[config.mk]
export PLATFORM = sky130hd
export DESIGN_NAME = alt_vipitc130_is2vid_ctrl_master_flat
export DESIGN_NICKNAME = d
export VERILOG_FILES = /design/src/rtl/alt_vipitc130_is2vid_ctrl_master_if.sv /design/src/rtl/alt_vipitc130_is2vid_ctrl_master.sv /design/src/flat_wrapper.sv
export SDC_FILE = /design/constraint.sdc
export NUM_CORES = 1
export LEC_CHECK = 0
export ABC_AREA = 1
export CAP_MARGIN = 0
export CORE_UTILIZATION = 43
export CTS_BUF_LIST = sky130_fd_sc_hd__clkbuf_16
export CTS_CLUSTER_DIAMETER = 40
export DETAILED_ROUTE_END_ITERATION = 16
export PLACE_DENSITY = 0.88
export RECOVER_POWER = 25
export SYNTH_ARGS = -nofsm -noshare
export SYNTH_HDL_FRONTEND = slang
export SYNTH_SLANG_ARGS = --single-unit
export TNS_END_PERCENT = 50
[constraint.sdc]
create_clock -name clk -period 2.3 [get_ports clk]
set_input_delay 0.46 -clock clk [delete_from_list [all_inputs] [get_ports clk]]
set_output_delay 0.46 -clock clk [all_outputs]
set_load 0.01 [all_outputs]
[src/rtl/alt_vipitc130_is2vid_ctrl_master_if.sv]
// ---------------------------------------------------------------------------
// alt_vipitc130_is2vid_ctrl_master_if
// Avalon-MM bundle between the IS2Vid control master and the CVO control
// slave port.
//
// Handshake: the master presents one command (av_read or av_write, never
// both) with address/data and holds all of it stable while av_waitrequest=1.
// The command is accepted in the first cycle with av_waitrequest=0.
// av_readdata is valid in that accept cycle (zero read latency).
//
// Signals:
//   av_address     master->slave  8   word address
//   av_read        master->slave  1   read request
//   av_write       master->slave  1   write request
//   av_writedata   master->slave  16  write data
//   av_readdata    slave->master  16  read data
//   av_waitrequest slave->master  1   stall
// ---------------------------------------------------------------------------
interface alt_vipitc130_is2vid_ctrl_master_if;
    logic [7:0]  av_address;
    logic        av_read;
    logic        av_write;
    logic [15:0] av_writedata;
    logic [15:0] av_readdata;
    logic        av_waitrequest;

    modport master (
        output av_address,
        output av_read,
        output av_write,
        output av_writedata,
        input  av_readdata,
        input  av_waitrequest
    );

    modport slave (
        input  av_address,
        input  av_read,
        input  av_write,
        input  av_writedata,
        output av_readdata,
        output av_waitrequest
    );
endinterface

[src/rtl/alt_vipitc130_is2vid_ctrl_master.sv]
// ---------------------------------------------------------------------------
// alt_vipitc130_is2vid_ctrl_master
// Avalon-MM master that programs and supervises the IS2Vid control slave.
// On start it disables the output, loads TBL_DEPTH mode registers from an
// external table, then re-enables with interrupts. In RUN it services
// status interrupts, polls status periodically, clears underflow and
// reports mode/genlock state.
//
// Build option: define ITC_CTRL_GENLOCK_EN to enable genlock support
// (genlock_mode drives the enable word, both irq enables set, ICLR clears
// bits 2:1, genlocked output live). Undefined: genlock bits 0, only the
// status irq enabled, ICLR clears bit 1, genlocked tied to 0.
//
// Ports:
//   clk, rst          clock; asynchronous active-high reset
//   start, stop       command pulses (start honoured in IDLE/RUN, stop in RUN)
//   tbl_index/entry   table lookup: entry = {addr[23:16], data[15:0]}
//   genlock_mode      genlock_enable field value (genlock build only)
//   av                Avalon-MM master (see interface file)
//   irq               status_update_int level from the slave
//   busy              state is neither IDLE nor RUN
//   running           RUN or one of its service substates
//   error             sticky write-stall timeout, cleared on start
//   underflow_count   saturating count of underflow clears
//   mode_match        last value read from slave address 4
//   genlocked         last genlocked bit (addr1 bit3)
//   state_dbg         current FSM state encoding
// ---------------------------------------------------------------------------
module alt_vipitc130_is2vid_ctrl_master #(
    parameter int TBL_DEPTH   = 16,
    parameter int POLL_CYCLES = 1024,
    parameter int TIMEOUT     = 4096
) (
    input  logic        clk,
    input  logic        rst,
    input  logic        start,
    input  logic        stop,
    output logic [7:0]  tbl_index,
    input  logic [23:0] tbl_entry,
    input  logic [1:0]  genlock_mode,
    alt_vipitc130_is2vid_ctrl_master_if.master av,
    input  logic        irq,
    output logic        busy,
    output logic        running,
    output logic        error,
    output logic [15:0] underflow_count,
    output logic [15:0] mode_match,
    output logic        genlocked,
    output logic [3:0]  state_dbg
);

    typedef enum logic [3:0] {
        S_IDLE = 4'd0,
        S_DIS  = 4'd1,
        S_LOAD = 4'd2,
        S_ENA  = 4'd3,
        S_RUN  = 4'd4,
        S_DIS0 = 4'd5,
        S_IRD  = 4'd6,
        S_MRD  = 4'd7,
        S_ICLR = 4'd8,
        S_SRD  = 4'd9,
        S_UCLR = 4'd10
    } state_t;

    localparam int PW = (POLL_CYCLES > 2) ? $clog2(POLL_CYCLES) : 1;
    localparam int SW = $clog2(TIMEOUT + 1);
    localparam logic [PW-1:0] POLL_LAST  = PW'(POLL_CYCLES - 1);
    localparam logic [SW-1:0] STALL_MAX  = SW'(TIMEOUT);
    localparam logic [SW-1:0] STALL_TRIP = SW'(TIMEOUT - 1);
    localparam logic [7:0]    IDX_LAST   = 8'(TBL_DEPTH - 1);

`ifdef ITC_CTRL_GENLOCK_EN
    localparam logic [1:0]  IRQ_EN     = 2'b11;
    localparam logic [15:0] ICLR_MASK  = 16'h0006;
    localparam bit          GENLOCK_EN = 1'b1;
    logic [1:0] genlock_bits;
    assign genlock_bits = genlock_mode;
`else
    localparam logic [1:0]  IRQ_EN     = 2'b01;
    localparam logic [15:0] ICLR_MASK  = 16'h0002;
    localparam bit          GENLOCK_EN = 1'b0;
    logic [1:0] genlock_bits;
    // genlock_mode has no effect in this build.
    assign genlock_bits = genlock_mode & 2'b00;
`endif

    state_t          state_q, state_d;
    logic            gap_q, gap_d;
    logic [7:0]      idx_q, idx_d;
    logic [PW-1:0]   poll_q, poll_d;
    logic [SW-1:0]   stall_q, stall_d;
    logic            error_q, error_d;
    logic [15:0]     irq_stat_q, irq_stat_d;
    logic [15:0]     mode_match_q, mode_match_d;
    logic [15:0]     uflow_q, uflow_d;
    logic            genlocked_q, genlocked_d;

    // Command decode for the current state (before gap/handshake gating).
    logic        cmd_rd, cmd_wr;
    logic [7:0]  cmd_addr;
    logic [15:0] cmd_data;
    logic        issue, accept;

    // gap_q marks the mandatory idle cycle after each accepted command.
    assign issue  = (cmd_rd | cmd_wr) & ~gap_q;
    assign accept = issue & ~av.av_waitrequest;

    // State register
    always_ff @(posedge clk or posedge rst) begin
        if (rst) begin
            state_q      <= S_IDLE;
            gap_q        <= 1'b0;
            idx_q        <= 8'd0;
            poll_q       <= '0;
            stall_q      <= '0;
            error_q      <= 1'b0;
            irq_stat_q   <= 16'd0;
            mode_match_q <= 16'd0;
            uflow_q      <= 16'd0;
            genlocked_q  <= 1'b0;
        end else begin
            state_q      <= state_d;
            gap_q        <= gap_d;
            idx_q        <= idx_d;
            poll_q       <= poll_d;
            stall_q      <= stall_d;
            error_q      <= error_d;
            irq_stat_q   <= irq_stat_d;
            mode_match_q <= mode_match_d;
            uflow_q      <= uflow_d;
            genlocked_q  <= genlocked_d;
        end
    end

    // Next-state
    always_comb begin
        state_d      = state_q;
        gap_d        = accept;
        idx_d        = idx_q;
        poll_d       = poll_q;
        error_d      = error_q;
        irq_stat_d   = irq_stat_q;
        mode_match_d = mode_match_q;
        uflow_d      = uflow_q;
        genlocked_d  = genlocked_q;

        // Stall counter only runs while a write is held off; it saturates so
        // a stuck slave cannot wrap it back under the trip point.
        if (issue && cmd_wr && av.av_waitrequest) begin
            if (stall_q != STALL_MAX) stall_d = stall_q + 1'b1;
            else                      stall_d = stall_q;
            if (stall_q == STALL_TRIP) error_d = 1'b1;
        end else begin
            stall_d = '0;
        end

        case (state_q)
            S_IDLE: begin
                if (start) begin
                    state_d = S_DIS;
                    error_d = 1'b0;
                end
            end
            S_DIS: begin
                if (accept) begin
                    state_d = S_LOAD;
                    idx_d   = 8'd0;
                end
            end
            S_LOAD: begin
                if (accept) begin
                    if (idx_q == IDX_LAST) state_d = S_ENA;
                    else                   idx_d   = idx_q + 8'd1;
                end
            end
            S_ENA: begin
                if (accept) begin
                    state_d = S_RUN;
                    poll_d  = '0;
                end
            end
            S_RUN: begin
                if (stop) begin
                    state_d = S_DIS0;
                end else if (start) begin
                    state_d = S_DIS;
                    error_d = 1'b0;
                end else if (irq) begin
                    state_d = S_IRD;
                end else if (poll_q == POLL_LAST) begin
                    state_d = S_SRD;
                    poll_d  = '0;
                end else begin
                    poll_d = poll_q + 1'b1;
                end
            end
            S_DIS0: begin
                if (accept) state_d = S_IDLE;
            end
            S_IRD: begin
                if (accept) begin
                    state_d    = S_MRD;
                    irq_stat_d = av.av_readdata;
                end
            end
            S_MRD: begin
                if (accept) begin
                    state_d      = S_ICLR;
                    mode_match_d = av.av_readdata;
                end
            end
            S_ICLR: begin
                if (accept) state_d = S_RUN;
            end
            S_SRD: begin
                if (accept) begin
                    genlocked_d = GENLOCK_EN & av.av_readdata[3];
                    // bit2 is underflow_sticky
                    state_d = av.av_readdata[2] ? S_UCLR : S_RUN;
                end
            end
            S_UCLR: begin
                if (accept) begin
                    state_d = S_RUN;
                    if (uflow_q != 16'hFFFF) uflow_d = uflow_q + 16'd1;
                end
            end
            default: state_d = S_IDLE;
        endcase
    end

    // Outputs
    always_comb begin
        cmd_rd   = 1'b0;
        cmd_wr   = 1'b0;
        cmd_addr = 8'd0;
        cmd_data = 16'd0;
        case (state_q)
            S_DIS, S_DIS0: begin
                cmd_wr = 1'b1;
            end
            S_LOAD: begin
                cmd_wr   = 1'b1;
                cmd_addr = tbl_entry[23:16];
                cmd_data = tbl_entry[15:0];
            end
            S_ENA: begin
                cmd_wr   = 1'b1;
                cmd_data = {11'd0, genlock_bits, IRQ_EN, 1'b1};
            end
            S_IRD: begin
                cmd_rd   = 1'b1;
                cmd_addr = 8'd2;
            end
            S_MRD: begin
                cmd_rd   = 1'b1;
                cmd_addr = 8'd4;
            end
            S_ICLR: begin
                cmd_wr   = 1'b1;
                cmd_addr = 8'd2;
                cmd_data = irq_stat_q & ICLR_MASK;
            end
            S_SRD: begin
                cmd_rd   = 1'b1;
                cmd_addr = 8'd1;
            end
            S_UCLR: begin
                cmd_wr   = 1'b1;
                cmd_addr = 8'd1;
                cmd_data = 16'h0004;
            end
            default: begin
                cmd_rd = 1'b0;
            end
        endcase
    end

    assign av.av_read      = cmd_rd & ~gap_q;
    assign av.av_write     = cmd_wr & ~gap_q;
    assign av.av_address   = issue ? cmd_addr : 8'd0;
    assign av.av_writedata = (issue && cmd_wr) ? cmd_data : 16'd0;

    assign tbl_index       = idx_q;
    assign busy            = (state_q != S_IDLE) && (state_q != S_RUN);
    assign running         = (state_q == S_RUN) || (state_q == S_IRD) ||
                             (state_q == S_MRD) || (state_q == S_ICLR) ||
                             (state_q == S_SRD) || (state_q == S_UCLR);
    assign error           = error_q;
    assign underflow_count = uflow_q;
    assign mode_match      = mode_match_q;
    assign genlocked       = genlocked_q;
    assign state_dbg       = state_q;

endmodule

[src/flat_wrapper.sv]
// flat-port wrapper written by rule: the top's interface ports become plain ports
module alt_vipitc130_is2vid_ctrl_master_flat 
#(
    parameter int TBL_DEPTH   = 16,
    parameter int POLL_CYCLES = 1024,
    parameter int TIMEOUT     = 4096
)
  (clk, rst, start, stop, tbl_index, tbl_entry, genlock_mode, irq, busy, running, error, underflow_count, mode_match, genlocked, state_dbg, av_av_address, av_av_read, av_av_write, av_av_writedata, av_av_readdata, av_av_waitrequest);
  alt_vipitc130_is2vid_ctrl_master_if av_i ();
  input  logic clk;
  input  logic rst;
  input  logic start;
  input  logic stop;
  output logic [7:0] tbl_index;
  input  logic [23:0] tbl_entry;
  input  logic [1:0] genlock_mode;
  input  logic irq;
  output logic busy;
  output logic running;
  output logic error;
  output logic [15:0] underflow_count;
  output logic [15:0] mode_match;
  output logic genlocked;
  output logic [3:0] state_dbg;
  output wire logic [$bits(av_i.av_address)-1:0] av_av_address;
  output wire logic [$bits(av_i.av_read)-1:0] av_av_read;
  output wire logic [$bits(av_i.av_write)-1:0] av_av_write;
  output wire logic [$bits(av_i.av_writedata)-1:0] av_av_writedata;
  input wire logic [$bits(av_i.av_readdata)-1:0] av_av_readdata;
  input wire logic [$bits(av_i.av_waitrequest)-1:0] av_av_waitrequest;
  assign av_av_address = av_i.av_address;
  assign av_av_read = av_i.av_read;
  assign av_av_write = av_i.av_write;
  assign av_av_writedata = av_i.av_writedata;
  assign av_i.av_readdata = av_av_readdata;
  assign av_i.av_waitrequest = av_av_waitrequest;
  alt_vipitc130_is2vid_ctrl_master #(.TBL_DEPTH(TBL_DEPTH), .POLL_CYCLES(POLL_CYCLES), .TIMEOUT(TIMEOUT)) u_core (.clk(clk), .rst(rst), .start(start), .stop(stop), .tbl_index(tbl_index), .tbl_entry(tbl_entry), .genlock_mode(genlock_mode), .av(av_i), .irq(irq), .busy(busy), .running(running), .error(error), .underflow_count(underflow_count), .mode_match(mode_match), .genlocked(genlocked), .state_dbg(state_dbg));
endmodule
==> results.json, run 1 <==
{
  "outcome": "completed",
  "fin_crit_sh_pct": 98.26,
  "maxCapViolCount": 0,
  "num_io_pins": 122,
  "grt_pass1_wl_mm": 19.29,
  "worstSetupEndpointType": "output pin",
  "die_y_um": 100.3,
  "fin_skew_ns": 0.005969,
  "final_common_cell": "nand2_1",
  "cpPeakStageDelay_ns": 0.37,
  "cts_buffers": 9,
  "syn_avg_cell_area_um2": 6.956,
  "hold_viol_final": 0,
  "drtIter0Drc": 300,
  "multi_input_area_um2": 2107,
  "drive_gt1_share_pct": 10.48,
  "clk_pin_slew_ns": 0.06,
  "layout.cells.most_common_list": "nand2_1 (210), clkdlybuf4s50_1 (89), nor2_1 (80)",
  "syn_inst": 597,
  "die-area_um2": 10050,
  "syn2layout_area_growth_pct": 40.19,
  "rsz0062_at_grt": "yes",
  "powerDensity_nw_per_um2": 899.9,
  "maxSlewViolCount": 0,
  "max_freq_ghz": 0.4425,
  "cts_tree": "built",
  "start_util_pct": 44.73,
  "antenna_found_initial": 0,
  "wl_per_cell_um": 13.03,
  "grt_pass1_vias": 4304,
  "hold_class": "register to register",
  "placed_cell_area_um2": 5540,
  "dpl.cell_count": 843,
  "grt_max_degree": 34,
  "register_area_um2": 1753,
  "nNetsFinal": 783,
  "die_x_um": 100.3,
  "relSlewSlack_pct": 45.46,
  "setup_tns_ns": 0,
  "via_count": 4299,
  "postCtsHoldBufs": 0,
  "cp.arrival_ns": 1.80,
  "clk_path_buf_depth": 2,
  "leakage_nw": 2.791,
  "layout.cells.non_filler": 864,
  "n_fill_cell": 815,
  "synth_nets": 650,
  "cp_top_family": "buffers and inverters",
  "critPathRequiredTime_ns": 1.84,
  "dr.pass1.iters": 5,
  "tightest_slew_ns": 0.8181,
  "numClockSinks": 70,
  "port_buffers": 118,
  "ant_nets": 0,
  "num_rows": 35,
  "cp-start-kind": "register",
  "whs_ns": 0.4891,
  "peakVddDrop_mv": 0.6203,
  "grt_usage_pct": 24.32,
  "worst-setup-path-type": "register to output pin",
  "yosysSeqAreaShare_pct": 42.18,
  "core_area_um2": 9284,
  "insertion_delay_ns": 0.34,
  "drc": 0,
  "crit_slowest_cell": "dfrtp_1",
  "wirelength_mm": 11.26,
  "path_cells": "inv_2 > nor2_4 > inv_2 > nor2_4 > bufbuf_16 > nand2_1 > nor2_1 > dlygate4sd2_1",
  "synth-seq-cells": 70,
  "synth_warnings": 0,
  "overflow": 0,
  "period_minus_slack_ns": 2.260,
  "finalPower_mw": 5.239,
  "place.gp.congestion": 0.9275,
  "antenna_cells": 0,
  "vias_per_cell": 4.976,
  "cts-root-buf": "clkbuf_16",
  "final_area_um2": 5822,
  "h-tree-depth": 3,
  "path_buf_inv": 4,
  "worstPathMaxFanout": 15,
  "hpwl_mm": 8.291,
  "synth_cell_types": 29,
  "setup_violations": 0,
  "syn_area_um2": 4153
}
-- power breakdown --
| group | switching (mW) | total, mW | internal, mW | leakage (nW) |
|---|---|---|---|---|
| clock | 0.533 | 1.37 | 0.832 | 0.150 |
| sequential | 0.180 | 1.62 | 1.44 | 0.956 |
| combinational | 1.26 | 2.26 | 0.995 | 1.68 |
| total | 1.98 | 5.24 | 3.26 | 2.79 |
-- layout make-up --
type	instances	share of cell area, %
sequential	70	30.11
tap	129	2.772
multi-input combinational	449	36.19
clock buffer	9	3.868
inverter	65	4.191
clock inverter	7	1.139
timing repair buffer	135	21.73
-- worst min-delay path, stage by stage (launching register included) --
cell,delay [ns]
dfrtp_1,0.34
nand2_1,0.05
o21ai_1,0.06
-- what timing repair did --
item / in CTS / in global routing
gates resized for setup: 39 / 34
pin swaps: 1 / 0
buffers inserted: 4 / 0
setup endpoints to repair: 26 / 25
cloned: 1 / 0
-- registers in the layout, indices dropped and copies added (netlist names) --
register and flops:
u_core.underflow_count 16, u_core.tbl_index 8, u_core.poll_q 10, u_core.state_dbg 4, u_core.mode_match 16, u_core.stall_q 13
u_core.irq_stat_q 1, u_core.error 1, u_core.gap_q 1
-- per-stage QoR --
step                      setup slack [ns]  utilization (%)
after floorplan                    0.07179                -
after global placement             0.03808            59.68
after detailed placement           0.05859            59.68
after CTS                         0.009257            63.50
after global routing              -0.05051            62.71
final                              0.04013            62.71
-- cells by family after synthesis --
kind of cell	after synthesis	synth area share, %
AOI/OAI and AO/OA	62	7.864
other	1	0.09030
and+or+nand+nor	355	34.95
xor gates and xnor gates	26	5.484
DFF	70	42.18
adders and majority gates	5	1.506
buffers and inverters	78	7.924
-- cells in the mapped netlist (all sizes together) --
| library cell | n | share of area (%) |
|---|---|---|
| xor2 | 19 | 4.0 |
| a21oi | 16 | 1.9 |
| a31oi | 3 | 0.45 |
| dfrtp | 70 | 42 |
| ha | 5 | 1.5 |
| a211oi | 3 | 0.54 |
| buf | 13 | 2.0 |
| nand4 | 5 | 0.75 |
| conb | 1 | 0.090 |
| nor3b | 1 | 0.18 |
| nand3b | 1 | 0.18 |
| nand3 | 29 | 3.6 |
| inv | 65 | 5.9 |
| nand2 | 217 | 20 |
| o21a | 1 | 0.18 |
| o21ai | 38 | 4.6 |
| nor2 | 90 | 8.7 |
| o21bai | 1 | 0.18 |
| xnor2 | 7 | 1.5 |
| nor3 | 12 | 1.4 |
-- routing by layer --
layer  global-route usage (%)  routed length [µm]
met1                    29.60                4763
met2                    40.31                5393
met3                    7.242                 799
met4                    10.03                 304
met5                        0                   0
-- worst paths after layout --
check / start / to / slack, ns / depth (start not counted)
min in group asynchronous: rst / u_core.underflow_count[14] / 0.54 / 2
max in group asynchronous: rst / u_core.state_dbg[0] / 0.59 / 3
hold reg to reg: u_core.mode_match[2] / u_core.mode_match[2] / 0.49 / 2
hold / removal: u_core.mode_match[2] / u_core.mode_match[2] / 0.49 / 2
setup / recovery: u_core.state_dbg[1] / av_av_writedata[13] / 0.04 / 8
setup reg to reg: u_core.poll_q[0] / u_core.state_dbg[1] / 0.39 / 9
No activity file was read; power rests on OpenSTA's default activity.
==> run 2: changes to the inputs <==
--- a/config.mk
+++ b/config.mk
@@ -7,7 +7,9 @@
 export LEC_CHECK = 0
 export ABC_AREA = 1
 export CAP_MARGIN = 0
-export CORE_UTILIZATION = 43
+export CELL_PAD_IN_SITES_DETAIL_PLACEMENT = 2
+export CELL_PAD_IN_SITES_GLOBAL_PLACEMENT = 2
+export CORE_UTILIZATION = 23
 export CTS_BUF_LIST = sky130_fd_sc_hd__clkbuf_16
 export CTS_CLUSTER_DIAMETER = 40
 export DETAILED_ROUTE_END_ITERATION = 16
==> run 2 against run 1 <==
Effect of this change: the flow now finishes with violations (negative setup slack); critical path type unchanged; die area is 85% higher; clock skew increased by 0.0030 ns; sequential power hardly changed; via count grew 4.9%; clock power down 8%; highest routed layer unchanged; count of clock-buffer cells in the layout unchanged; largest cell class unchanged; maximum frequency is 2.3% lower; global-route usage is 6.7 points lower; critical path depth is the same.
==> results.json, run 2 (synthesized netlist as in run 1, its figures left out) <==
{
  "maxCapViolCount": 0,
  "layout.cells.most_common_list": "nand2_1 (207), clkdlybuf4s50_1 (90), nor2_1 (80)",
  "num_rows": 48,
  "clk_path_buf_depth": 2,
  "worstSetupEndpointType": "output pin",
  "worst-setup-path-type": "register to output pin",
  "die_x_um": 136.4,
  "cpPeakStageDelay_ns": 0.42,
  "maxSlewViolCount": 0,
  "hold_viol_final": 0,
  "violations": "negative setup slack",
  "die-area_um2": 18600,
  "hold_class": "register to register",
  "layout.cells.non_filler": 971,
  "insertion_delay_ns": 0.34,
  "antenna_found_initial": 0,
  "crit_slowest_cell": "dfrtp_1",
  "h-tree-depth": 3,
  "worstPathMaxFanout": 12,
  "cp_top_family": "buffers and inverters",
  "cp-start-kind": "register",
  "num_io_pins": 122,
  "cts_buffers": 9,
  "drc": 0,
  "finalPower_mw": 5.448,
  "drtIter0Drc": 154,
  "overflow": 0,
  "outcome": "finished with violations",
  "clk_pin_slew_ns": 0.06,
  "r2r_slack_ns": 0.30,
  "max_freq_ghz": 0.4325,
  "path_buf_inv": 3,
  "rsz0062_at_grt": "yes",
  "wirelength_mm": 16.00,
  "drive_gt1_share_pct": 12.87,
  "port_buffers": 118,
  "crit_top_cell": "nand2_1",
  "vias_per_cell": 4.643,
  "leakage_nw": 2.836,
  "peakVddDrop_mv": 0.4158,
  "core_area_um2": 17480,
  "antenna_cells": 0,
  "cts_tree": "built",
  "relSlewSlack_pct": 44.50,
  "period_minus_slack_ns": 2.312,
  "hpwl_mm": 11.43,
  "die_y_um": 136.4,
  "dpl_worst_slack_ns": -0.09281,
  "dr.pass1.iters": 4,
  "fin_crit_sh_pct": 100.5,
  "path_cells": "buf_4 > nand2_1 > nand3_1 > nand2_2 > nand2_1 > buf_6 > nor2_1 > dlygate4sd2_1",
  "ant_nets": 0,
  "fin_skew_ns": 0.009001,
  "numClockSinks": 70,
  "grt_pass1_vias": 4970,
  "cts-root-buf": "clkbuf_16",
  "final_util_pct": 34.46,
  "timing.final.ws_setup_ns": -0.01215,
  "cp.arrival_ns": 1.85,
  "start_util_pct": 23.76,
  "whs_ns": 0.4868,
  "place.gp.congestion": 0.8006,
  "via_count": 4508,
  "wl_per_cell_um": 16.47,
  "tightest_slew_ns": 0.8315,
  "setup_violations": 1,
  "powerDensity_nw_per_um2": 904.6,
  "grt_usage_pct": 17.65,
  "critPathRequiredTime_ns": 1.84,
  "nNetsFinal": 795,
  "grt_pass1_wl_mm": 25.39,
  "final_common_cell": "nand2_1",
  "dpl.cell_count": 947,
  "syn2layout_area_growth_pct": 45.01,
  "grt_max_degree": 33
}
## run 2: cell count changes in the layout (fill, tap and decap cells not counted), moves of 2 or more
cell / change
a21oi_2: +2
buf_2: +7
clkdlybuf4s15_1: -2
clkinv_2: -2
clkbuf_2: -2
dlygate4sd2_1: -2
a21oi_1: -2
buf_6: +2
buf_4: +9
nand2_1: -3
nand2_2: +2
## run 2: timing repair
action,CTS,global route
hold buffers,0,0
endpoints found under the setup margin,27,22
buffers inserted,5,3
cloned,1,0
endpoints found under the hold margin,0,0
resized for setup,61,33
## run 2: final cells by class
| class | instances | area (µm²) |
|---|---|---|
| Fill cell | 2050 | 11450 |
| Multi-Input combinational cell | 449 | 2142 |
| Tap cell | 225 | 281.5 |
| Clock buffer | 9 | 225.2 |
| Sequential cell | 70 | 1753 |
| Inverter | 65 | 244.0 |
| Clock inverter | 6 | 32.53 |
| Timing Repair Buffer | 147 | 1344 |
## run 2: stage by stage
step	instance area, µm²	setup TNS (ns)
global placement	5746	-0.01286
floorplan	4153	0
global route	6022	-0.3255
CTS	6061	0
detailed placement	5746	-0.3303
finish	6022	-0.01215
## run 2: tightest hold or removal path: stages, from the launching register on
cell	delay (ns)
dfrtp_1	0.33
nand2_1	0.05
o21ai_1	0.06
## run 2: final timing paths
path                                                 from                          to  cells past startpoint
worst max-delay path                  u_core.state_dbg[1]         av_av_writedata[10]                      8
worst min-delay path                 u_core.mode_match[4]        u_core.mode_match[4]                      2
worst max register to register  u_core.underflow_count[0]  u_core.underflow_count[10]                     10
worst min register to register       u_core.mode_match[4]        u_core.mode_match[4]                      2
max in group asynchronous                             rst         u_core.state_dbg[0]                      3
min in group asynchronous                             rst            u_core.poll_q[9]                      2
## run 2: report_power, final
group          leakage, nW  switching, mW  total [mW]  internal [mW]
clock network        0.131          0.545        1.26          0.712
logic                 1.75           1.49        2.57           1.08
registers            0.956          0.188        1.62           1.44
total                 2.84           2.22        5.45           3.22
## run 2: per-layer routing
layer  global-route usage, %  routed length [µm]
met1                   20.83                6985
met2                   30.88                7891
met3                   3.430                 713
met4                   7.593                 405
met5                       0                   0
==> run 3: changes to the inputs <==
--- a/config.mk
+++ b/config.mk
@@ -12,6 +12,7 @@
 export CORE_UTILIZATION = 23
 export CTS_BUF_LIST = sky130_fd_sc_hd__clkbuf_16
 export CTS_CLUSTER_DIAMETER = 40
+export CTS_CLUSTER_SIZE = 10
 export DETAILED_ROUTE_END_ITERATION = 16
 export PLACE_DENSITY = 0.88
 export RECOVER_POWER = 25
==> results of run 3 <==
Final layout, timing and power as in run 2 (identical DEF).
